==> src/rtl/acc_stack_pkg.sv <==
// acc_stack_pkg: shared definitions for the accumulator/save-stack block.
//   - operation code localparams (3-bit op field)
//   - helper functions sizing the select and stack index fields
package acc_stack_pkg;

  localparam logic [2:0] OP_HOLD = 3'b000;
  localparam logic [2:0] OP_LOAD = 3'b001;
  localparam logic [2:0] OP_PUSH = 3'b010;
  localparam logic [2:0] OP_POP  = 3'b011;
  localparam logic [2:0] OP_SWAP = 3'b100;
  localparam logic [2:0] OP_CLR  = 3'b101;

  // Width of the source select field; never narrower than one bit.
  function automatic int sel_width(input int nsrc);
    if (nsrc <= 1) begin
      return 1;
    end else begin
      return $clog2(nsrc);
    end
  endfunction

  // Width of an index into a DEPTH-entry array; never narrower than one bit.
  function automatic int idx_width(input int depth);
    if (depth <= 1) begin
      return 1;
    end else begin
      return $clog2(depth);
    end
  endfunction

endpackage

==> src/rtl/acc_lifo.sv <==
// acc_lifo: DEPTH x WIDTH LIFO storage with occupancy counter.
//   clk, rst   : clock, synchronous active-high reset (clears count and entries)
//   push       : write din at the next free slot, count+1
//   pop        : count-1 (entry contents are kept)
//   swap       : overwrite the top entry with din
//   din        : data written by push/swap
//   dout_top   : current top entry (0 when empty)
//   count      : occupied entries
//   full/empty : decodes of count
// The caller guarantees push is never raised when full and pop/swap never
// when empty; this module has no error handling of its own.
module acc_lifo
  import acc_stack_pkg::*;
#(
  parameter int WIDTH = 8,
  parameter int DEPTH = 4,
  localparam int CW = $clog2(DEPTH + 1)
) (
  input  logic             clk,
  input  logic             rst,
  input  logic             push,
  input  logic             pop,
  input  logic             swap,
  input  logic [WIDTH-1:0] din,
  output logic [WIDTH-1:0] dout_top,
  output logic [CW-1:0]    count,
  output logic             full,
  output logic             empty
);

  localparam int IW = idx_width(DEPTH);

  logic [WIDTH-1:0] r_mem [DEPTH];
  logic [CW-1:0]    r_count;
  logic [CW-1:0]    w_top_c;
  logic [IW-1:0]    w_top_idx;
  logic [IW-1:0]    w_nxt_idx;

  // count-1 wraps when empty, but the top index is only used when count > 0.
  assign w_top_c   = r_count - CW'(1);
  assign w_top_idx = w_top_c[IW-1:0];
  assign w_nxt_idx = r_count[IW-1:0];

  // Storage and counter update; one of push/pop/swap at most per cycle.
  always_ff @(posedge clk) begin
    if (rst) begin
      r_count <= '0;
      for (int i = 0; i < DEPTH; i++) begin
        r_mem[i] <= '0;
      end
    end else if (push) begin
      r_mem[w_nxt_idx] <= din;
      r_count          <= r_count + CW'(1);
    end else if (pop) begin
      r_count <= w_top_c;
    end else if (swap) begin
      r_mem[w_top_idx] <= din;
    end else begin
      r_count <= r_count;
    end
  end

  assign dout_top = (r_count == '0) ? '0 : r_mem[w_top_idx];
  assign count    = r_count;
  assign full     = (r_count == CW'(DEPTH));
  assign empty    = (r_count == '0);

endmodule

==> src/rtl/acc_stack_chk.sv <==
// acc_stack_chk: simulation-only invariants of the accumulator block.
//   R     : accumulator value, must never carry X/Z
//   count : stack occupancy, bounded by DEPTH
//   full/empty : never asserted together
module acc_stack_chk #(
  parameter int WIDTH = 8,
  parameter int DEPTH = 4,
  localparam int CW = $clog2(DEPTH + 1)
) (
  input logic             clk,
  input logic             rst,
  input logic [WIDTH-1:0] R,
  input logic [CW-1:0]    count,
  input logic             full,
  input logic             empty
);

  a_r_known: assert property (@(posedge clk) disable iff (rst) !$isunknown(R))
    else $error("acc_stack_chk: R has X/Z bits");

  a_count_bound: assert property (@(posedge clk) disable iff (rst) count <= CW'(DEPTH))
    else $error("acc_stack_chk: count %0d exceeds depth", count);

  a_full_empty: assert property (@(posedge clk) disable iff (rst) !(full && empty))
    else $error("acc_stack_chk: full and empty both set");

endmodule

==> src/rtl/acc_stack.sv <==
// acc_stack: accumulator register R with selectable load source and a
// LIFO save stack.
//   clk, rst : clock, synchronous active-high reset
//   iSrc     : NSRC sources packed, source k at [k*WIDTH +: WIDTH]
//   sel      : load source select (out-of-range selects load 0)
//   op       : HOLD/LOAD/PUSH/POP/SWAP/CLR, sampled each cycle
//   clr_err  : clears sticky error flags (a same-cycle new error wins)
//   R        : accumulator, signed
//   zero/neg : decodes of R
//   count/full/empty : stack occupancy
//   err_ovf  : sticky, push refused while full
//   err_udf  : sticky, pop/swap refused while empty
module acc_stack
  import acc_stack_pkg::*;
#(
  parameter int WIDTH = 8,
  parameter int DEPTH = 4,
  parameter int NSRC  = 4,
  localparam int SW = sel_width(NSRC),
  localparam int CW = $clog2(DEPTH + 1)
) (
  input  logic                    clk,
  input  logic                    rst,
  input  logic [NSRC*WIDTH-1:0]   iSrc,
  input  logic [SW-1:0]           sel,
  input  logic [2:0]              op,
  input  logic                    clr_err,
  output logic signed [WIDTH-1:0] R,
  output logic                    zero,
  output logic                    neg,
  output logic [CW-1:0]           count,
  output logic                    full,
  output logic                    empty,
  output logic                    err_ovf,
  output logic                    err_udf
);

  logic [WIDTH-1:0] r_acc;
  logic             r_err_ovf;
  logic             r_err_udf;

  logic [WIDTH-1:0] w_src;
  logic [WIDTH-1:0] w_acc_nxt;
  logic [WIDTH-1:0] w_top;
  logic             w_full;
  logic             w_empty;
  logic             w_do_push;
  logic             w_do_pop;
  logic             w_do_swap;
  logic             w_set_ovf;
  logic             w_set_udf;

  // Source mux; a select beyond NSRC-1 matches no source and yields 0.
  always_comb begin
    w_src = '0;
    for (int k = 0; k < NSRC; k++) begin
      if (sel == SW'(k)) begin
        w_src = iSrc[k*WIDTH +: WIDTH];
      end else begin
        w_src = w_src;
      end
    end
  end

  // Op decode with refusal gating: refused stack ops only raise an error.
  always_comb begin
    w_do_push = 1'b0;
    w_do_pop  = 1'b0;
    w_do_swap = 1'b0;
    w_set_ovf = 1'b0;
    w_set_udf = 1'b0;
    w_acc_nxt = r_acc;
    case (op)
      OP_LOAD: w_acc_nxt = w_src;
      OP_PUSH: begin
        w_do_push = !w_full;
        w_set_ovf = w_full;
      end
      OP_POP: begin
        w_do_pop  = !w_empty;
        w_set_udf = w_empty;
        if (!w_empty) begin
          w_acc_nxt = w_top;
        end else begin
          w_acc_nxt = r_acc;
        end
      end
      OP_SWAP: begin
        w_do_swap = !w_empty;
        w_set_udf = w_empty;
        if (!w_empty) begin
          w_acc_nxt = w_top;
        end else begin
          w_acc_nxt = r_acc;
        end
      end
      OP_CLR:  w_acc_nxt = '0;
      default: w_acc_nxt = r_acc;
    endcase
  end

  // Accumulator and sticky error flags; set takes priority over clr_err.
  always_ff @(posedge clk) begin
    if (rst) begin
      r_acc     <= '0;
      r_err_ovf <= 1'b0;
      r_err_udf <= 1'b0;
    end else begin
      r_acc     <= w_acc_nxt;
      r_err_ovf <= w_set_ovf | (r_err_ovf & ~clr_err);
      r_err_udf <= w_set_udf | (r_err_udf & ~clr_err);
    end
  end

  acc_lifo #(
    .WIDTH (WIDTH),
    .DEPTH (DEPTH)
  ) u_lifo (
    .clk      (clk),
    .rst      (rst),
    .push     (w_do_push),
    .pop      (w_do_pop),
    .swap     (w_do_swap),
    .din      (r_acc),
    .dout_top (w_top),
    .count    (count),
    .full     (w_full),
    .empty    (w_empty)
  );

  assign R       = r_acc;
  assign zero    = (r_acc == '0);
  assign neg     = r_acc[WIDTH-1];
  assign full    = w_full;
  assign empty   = w_empty;
  assign err_ovf = r_err_ovf;
  assign err_udf = r_err_udf;

`ifndef SYNTHESIS
  // Debug trace of accumulator changes.
  always @(r_acc) begin
    $display("acc_stack: R = 0x%0h", r_acc);
  end

  acc_stack_chk #(
    .WIDTH (WIDTH),
    .DEPTH (DEPTH)
  ) u_chk (
    .clk   (clk),
    .rst   (rst),
    .R     (r_acc),
    .count (count),
    .full  (w_full),
    .empty (w_empty)
  );
`endif

endmodule

==> config.mk <==
export PLATFORM = sky130hd
export DESIGN_NAME = acc_stack
export DESIGN_NICKNAME = d
export VERILOG_FILES = /design/src/rtl/acc_stack_pkg.sv /design/src/rtl/acc_lifo.sv /design/src/rtl/acc_stack_chk.sv /design/src/rtl/acc_stack.sv
export SDC_FILE = /design/constraint.sdc
export NUM_CORES = 1
export LEC_CHECK = 0
export CAP_MARGIN = 15
export CORE_ASPECT_RATIO = 0.7
export CORE_MARGIN = 4
export CORE_UTILIZATION = 56
export DETAILED_ROUTE_END_ITERATION = 8
export PLACE_DENSITY_LB_ADDON = 0.12
export SETUP_SLACK_MARGIN = 0.3
export SLEW_MARGIN = 20
export SYNTH_ARGS = -nofsm -noshare
export SYNTH_HDL_FRONTEND = slang
export SYNTH_SLANG_ARGS = --single-unit
export TNS_END_PERCENT = 100
==> constraint.sdc <==
create_clock -name clk -period 3.9 [get_ports clk]
set_input_delay 0.585 -clock clk [delete_from_list [all_inputs] [get_ports clk]]
set_output_delay 0.585 -clock clk [all_outputs]
set_load 0.1 [all_outputs]
==> results of run 1 <==
## power by group
part           internal, mW  switching [mW]
sequential            0.534          0.0222
combinational         0.128           0.214
clock                 0.124           0.156
total                 0.786           0.392
## worst register-to-register path, stage by stage (launching register included)
cell,delay [ps]
dfxtp_1,310
buf_4,240
inv_1,160
ha_1,520
and4_1,280
mux2i_1,620
nand2_1,410
## routing by layer
layer / part of all wire / vias to the layer above
met5: 0 / -
met4: 0.016 / 0
met3: 0.096 / 20
met2: 0.43 / 139
met1: 0.46 / 1153
li1: - / 1097
## sequential cells by signal, summed over array words and instances, names as in the netlist
register      count
u_lifo.r_mem     32
R                 8
u_lifo.count      3
err_ovf           1
err_udf           1
## cell type report
| class | instances | area (um^2) |
|---|---|---|
| multi-input cells | 184 | 1470 |
| fillers | 374 | 1420 |
| flip-flops and latches | 45 | 1220 |
| repair buffers | 60 | 583 |
| well taps | 69 | 86.3 |
| clock buffers | 6 | 72.6 |
| inverters | 6 | 22.5 |
| clock inverters | 2 | 10.0 |
## cells in the mapped netlist, types with 7 or more instances
master	n
dfxtp_1	13
and3_1	8
mux2i_1	18
o22ai_1	7
a21oi_1	10
a211oi_1	7
o221ai_1	7
o31ai_1	7
nand2_1	16
nor2b_1	11
nor3b_1	25
edfxtp_1	32
and2_1	9
## path summary, 6_finish.rpt
| kind | startpoint | to | slack, ps | cells after the start |
|---|---|---|---|---|
| hold / removal | err_udf | err_udf | 500 | 2 |
| hold reg to reg | err_udf | err_udf | 500 | 2 |
| setup / recovery | u_lifo.count[0] | u_lifo.r_mem[1][3] | 1020 | 6 |
| setup reg to reg | u_lifo.count[0] | u_lifo.r_mem[1][3] | 1020 | 6 |
## metrics by stage
stage               instances  cell area [um^2]  setup WS [ps]  hold WS [ps]
floorplan                 255              2890            738           762
global placement          364              3390            923           478
detailed placement        364              3390            803           484
CTS                       372              3470           1050           504
global route              372              3470            782           554
finish                    372              3470           1020           500
## cell families (layout without fill, tap and decap cells)
logic type,after synthesis,after routing
AO/OA/AOI/OAI,60,60
flip-flops,45,45
buffers and inverters,26,74
adder cells (fa/ha/maj),3,3
AND/OR/NAND/NOR,94,94
multiplexers,27,27
==> results.sh, run 1 <==
export IMPL_outcome="complete, no violations"
export IMPL_netlist_instances=255
export IMPL_maxSlewViolCount=0
export IMPL_drtIter0Drc=259
export IMPL_synth_cell_types=54
export IMPL_cpPeakStageDelay_ps=620
export IMPL_antenna_left=0
export IMPL_gr_usage_met1=0.359
export IMPL_final_layout_size_suffix_gt1_frac=0.0924
export IMPL_fin_nets=345
export IMPL_final_cell_mix="clkdlybuf4s50_1, edfxtp_1, nor3b_1"
export IMPL_syn_area_mm2=0.00289
export IMPL_cap_violations=0
export IMPL_core_area_mm2=0.00489
export IMPL_worst_endpoint_required_ps=3860
export IMPL_wl_per_cell_um=20.1
export IMPL_hp_class="flip-flop to flip-flop"
export IMPL_yosys_area_share_xor_xnor=0
export IMPL_synth_compound_area_frac=0.163
export IMPL_yosys_warnings=0
export IMPL_clk_pin_slew_ps=80
export IMPL_synth_top_cell_by_area="edfxtp_1"
export IMPL_synth_area_top_cells="edfxtp_1, dfxtp_1, nor3b_1"
export IMPL_dieArea_mm2=0.00640
export IMPL_fin_crit_ps=2880
export IMPL_hold_viol_final=0
export IMPL_synthFlopType="edfxtp_1"
export IMPL_crit_family="simple AND/OR/NAND/NOR gates"
export IMPL_yosys_area_top_type_share=0.332
export IMPL_grt_use_met3=0.0648
export IMPL_cts_tree="yes"
export IMPL_clk_latency_ps=300
export IMPL_synthToLayoutAreaGrowth_pct=19.9
export IMPL_drc=0
export IMPL_cp_end_kind="flip-flop"
export IMPL_grtUsageTotal=0.249
export IMPL_die_w_um=93.9
export IMPL_hold_buffers=0
export IMPL_avgSynthCellArea_um2=11.3
export IMPL_root_buffer="clkbuf_8"
export IMPL_slowest_stage="mux2i_1"
export IMPL_synth_edf_count=32
export IMPL_htree_levels=2
export IMPL_period_share=0.738
export IMPL_synthArstFlopShare=0
export IMPL_crit_fanout=16
export IMPL_start_util=0.592
export IMPL_row_count=21
export IMPL_finalSetupViolations=0
export IMPL_cts_buffers=5
export IMPL_syn_nets=298
export IMPL_overflow=0
export IMPL_antenna_found_initial=0
export IMPL_powerDensity_mw_per_mm2=340
export IMPL_dr_pass1_iters=5
export IMPL_routed_wirelength_um=7480
export IMPL_num_vias=2409
export IMPL_synth_fa_ha_area_frac=0.0130
export IMPL_clock_path_buffers=2
export IMPL_cp_cell_sequence="buf_4 -> inv_1 -> ha_1 -> and4_1 -> mux2i_1 -> nand2_1"
export IMPL_met2_usage=0.372
export IMPL_slew_headroom=0.350
export IMPL_ys_seq_area_frac=0.422
export IMPL_tightest_slew_ps=972
export IMPL_grt_max_degree=25
export IMPL_max_freq_mhz=347
export IMPL_p_leak_nw=1.24
export IMPL_antenna_cells=0
export IMPL_synth_simple_area_share=0.200
export IMPL_final_util=0.710
export IMPL_cp_start_kind="flip-flop"
export IMPL_top_usage_layer="met2"
export IMPL_fin_skew_ps=7.70
export IMPL_dp_hpwl_um=5460
export IMPL_cts_setup_buffers=0
export IMPL_cts_sink_count=45
export IMPL_path_buf_inv=2
export IMPL_port_buffers=56
export IMPL_synthMuxAreaShare=0.134
export IMPL_grt_pass1_wl_um=11800
export IMPL_rsz0062_at_grt="no"
export IMPL_cts_resized=0
export IMPL_cp_arrival_ps=2840
export IMPL_fin_setup_tns_ps=0
export IMPL_peakVddDrop_mv=0.273
export IMPL_path_class="flip-flop to flip-flop"
export IMPL_synth_top_family_by_area="simple AND/OR/NAND/NOR gates"
export IMPL_ios=57
export IMPL_dieHeight_um=68.1
export IMPL_synth_seq_cells=45
export IMPL_final_common_cell="clkdlybuf4s50_1"
export IMPL_avgViaCountPerCell=6.48
export IMPL_grt_pass1_vias=2240
export IMPL_globalplace_congestion=0.842
export IMPL_power_mw=1.18
Note: power is estimated with default switching activity, not from simulation.
==> run 2, diff against run 1 <==
- CORE_UTILIZATION: 56 -> 47
- clock period: 3.9 -> 2.5 ns (I/O delays scaled with it)
==> run 2 against run 1 <==
Compared with the run above:
- non-clock buffer count grew 14
- largest cell class unchanged
- sequential cell count did not move
- register-to-register slack lost 590 ps
- total power grew 63%
- combinational power rose by 70%
- final cell count rose by 5.4%
- critical path depth down 1
- worst setup slack worse by 590 ps
- critical path type unchanged
- largest power group unchanged
- fmax rose by 39%
- die area increased by 17%
==> results.sh, run 2 (synthesized netlist as in run 1, its figures left out) <==
export IMPL_outcome="complete, no violations"
export IMPL_slowest_stage="mux4_1"
export IMPL_wl_per_cell_um=19.4
export IMPL_root_buffer="clkbuf_8"
export IMPL_finalSetupViolations=0
export IMPL_hold_buffers=0
export IMPL_clk_latency_ps=310
export IMPL_rsz0062_at_grt="no"
export IMPL_r2r_slack_ps=430
export IMPL_crit_fanout=10
export IMPL_switchingPower_mw=0.657
export IMPL_antenna_left=0
export IMPL_drc=0
export IMPL_cts_buffers=5
export IMPL_cpPeakStageDelay_ps=600
export IMPL_die_w_um=102
export IMPL_peakVddDrop_mv=0.488
export IMPL_slew_headroom=0.319
export IMPL_multi_input_area_mm2=0.00154
export IMPL_num_vias=2322
export IMPL_fin_nets=359
export IMPL_row_count=23
export IMPL_ios=57
export IMPL_final_layout_size_suffix_gt1_frac=0.237
export IMPL_clk_pin_slew_ps=90
export IMPL_max_freq_mhz=482
export IMPL_largest_reg_flops=32
export IMPL_synthToLayoutAreaGrowth_pct=26.2
export IMPL_dp_hpwl_um=5510
export IMPL_period_share=0.830
export IMPL_r2r_start="u_lifo.count[0]"
export IMPL_grt_pass1_wl_um=12200
export IMPL_clock_path_buffers=2
export IMPL_grt_max_degree=25
export IMPL_final_util=0.625
export IMPL_power_mw=1.92
export IMPL_hp_class="flip-flop to flip-flop"
export IMPL_overflow=0
export IMPL_fin_skew_ps=8.41
export IMPL_cts_tree="yes"
export IMPL_min_delay_start="u_lifo.count[2]"
export IMPL_top_register="u_lifo.r_mem"
export IMPL_grt_pass1_vias=2282
export IMPL_cp_cell_sequence="buf_4 -> mux4_1 -> nor2b_1 -> a2111oi_0 -> a211oi_1"
export IMPL_cts_sink_count=45
export IMPL_cp_end_kind="flip-flop"
export IMPL_grtUsageTotal=0.211
export IMPL_avgViaCountPerCell=5.92
export IMPL_fin_crit_ps=2070
export IMPL_startpoint="u_lifo.count[0]"
export IMPL_ff_latch_area_mm2=0.00124
export IMPL_antenna_found_initial=0
export IMPL_globalplace_congestion=0.797
export IMPL_p_comb_frac=0.302
export IMPL_dieArea_mm2=0.00750
export IMPL_path_buf_inv=1
export IMPL_drtIter0Drc=228
export IMPL_hold_viol_final=0
export IMPL_final_cell_area_mm2=0.00365
export IMPL_layout_cells_non_filler=392
export IMPL_core_area_mm2=0.00584
export IMPL_start_util=0.495
export IMPL_fin_setup_tns_ps=0
export IMPL_port_buffers=56
export IMPL_powerDensity_mw_per_mm2=525
export IMPL_place_area_mm2=0.00356
export IMPL_routed_wirelength_um=7600
export IMPL_internal_power_mw=1.26
export IMPL_cts_setup_buffers=0
export IMPL_cap_violations=0
export IMPL_final_common_cell="clkdlybuf4s50_1"
export IMPL_switching_share=0.342
export IMPL_cp_arrival_ps=2250
export IMPL_maxSlewViolCount=0
export IMPL_dp_cells=384
export IMPL_path_class="flip-flop to flip-flop"
export IMPL_dr_pass1_iters=4
export IMPL_p_seq_frac=0.451
export IMPL_antenna_cells=0
export IMPL_htree_levels=2
export IMPL_dieHeight_um=73.7
export IMPL_p_leak_nw=1.35
export IMPL_worst_endpoint_required_ps=2680
export IMPL_final_cell_mix="clkdlybuf4s50_1, buf_4, edfxtp_1"
export IMPL_crit_family="multiplexers"
export IMPL_tightest_slew_ps=1010
export IMPL_cp_start_kind="flip-flop"
export IMPL_fillerInstances=491
export IMPL_pwr_share_clk=0.247
[run 2: through the flow]
stage | hold slack [ps] | setup WS (ps)
final | 491 | 425
after global routing | 527 | 305
after CTS | 496 | 435
after detailed placement | 482 | 136
after global placement | 472 | 200
after floorplan | 577 | 150
[run 2: per-layer routing]
layer	vias to the layer above	GRT usage	routed length, um	share of wire
li1	1127	-	-	-
met1	1126	0.313	3710	0.49
met2	67	0.330	3440	0.45
met3	2	0.0389	444	0.058
met4	0	0.0339	14	0.0018
met5	-	0	0	0
[run 2: timing repair]
action | 4_1_cts | 5_1_grt
endpoints found under the hold margin | 0 | 0
endpoints found under the setup margin | 0 | 2
gates resized for setup | 0 | 2
[run 2: final timing paths]
path | to | cells after the start
worst min register to register | u_lifo.count[2] | 2
worst max-delay path | R[5] | 5
worst max register to register | R[5] | 5
worst min-delay path | u_lifo.count[2] | 2
[run 2: worst min-delay path, stage by stage (launching register included)]
cell and delay [ps]:
dfxtp_2 350, nand3_1 60, a21oi_1 50
[run 2: final cells by class]
type	count	area share
multi-input combinational	184	0.420
sequential	45	0.338
timing repair buffer	74	0.182
tap	75	0.0257
clock buffer	5	0.0188
inverter	6	0.00925
clock inverter	3	0.00548
[run 2: power by group through the flow]
stage / sequential, mW / clock (mW) / combinational [mW]
5_1_grt: 0.870 / 0.511 / 0.613
4_1_cts: 0.866 / 0.479 / 0.579
2_1_floorplan: 0.961 / 0 / 0.325
6_report: 0.866 / 0.474 / 0.579
3_3_place_gp: 0.881 / 0 / 0.569
3_5_place_dp: 0.882 / 0 / 0.576
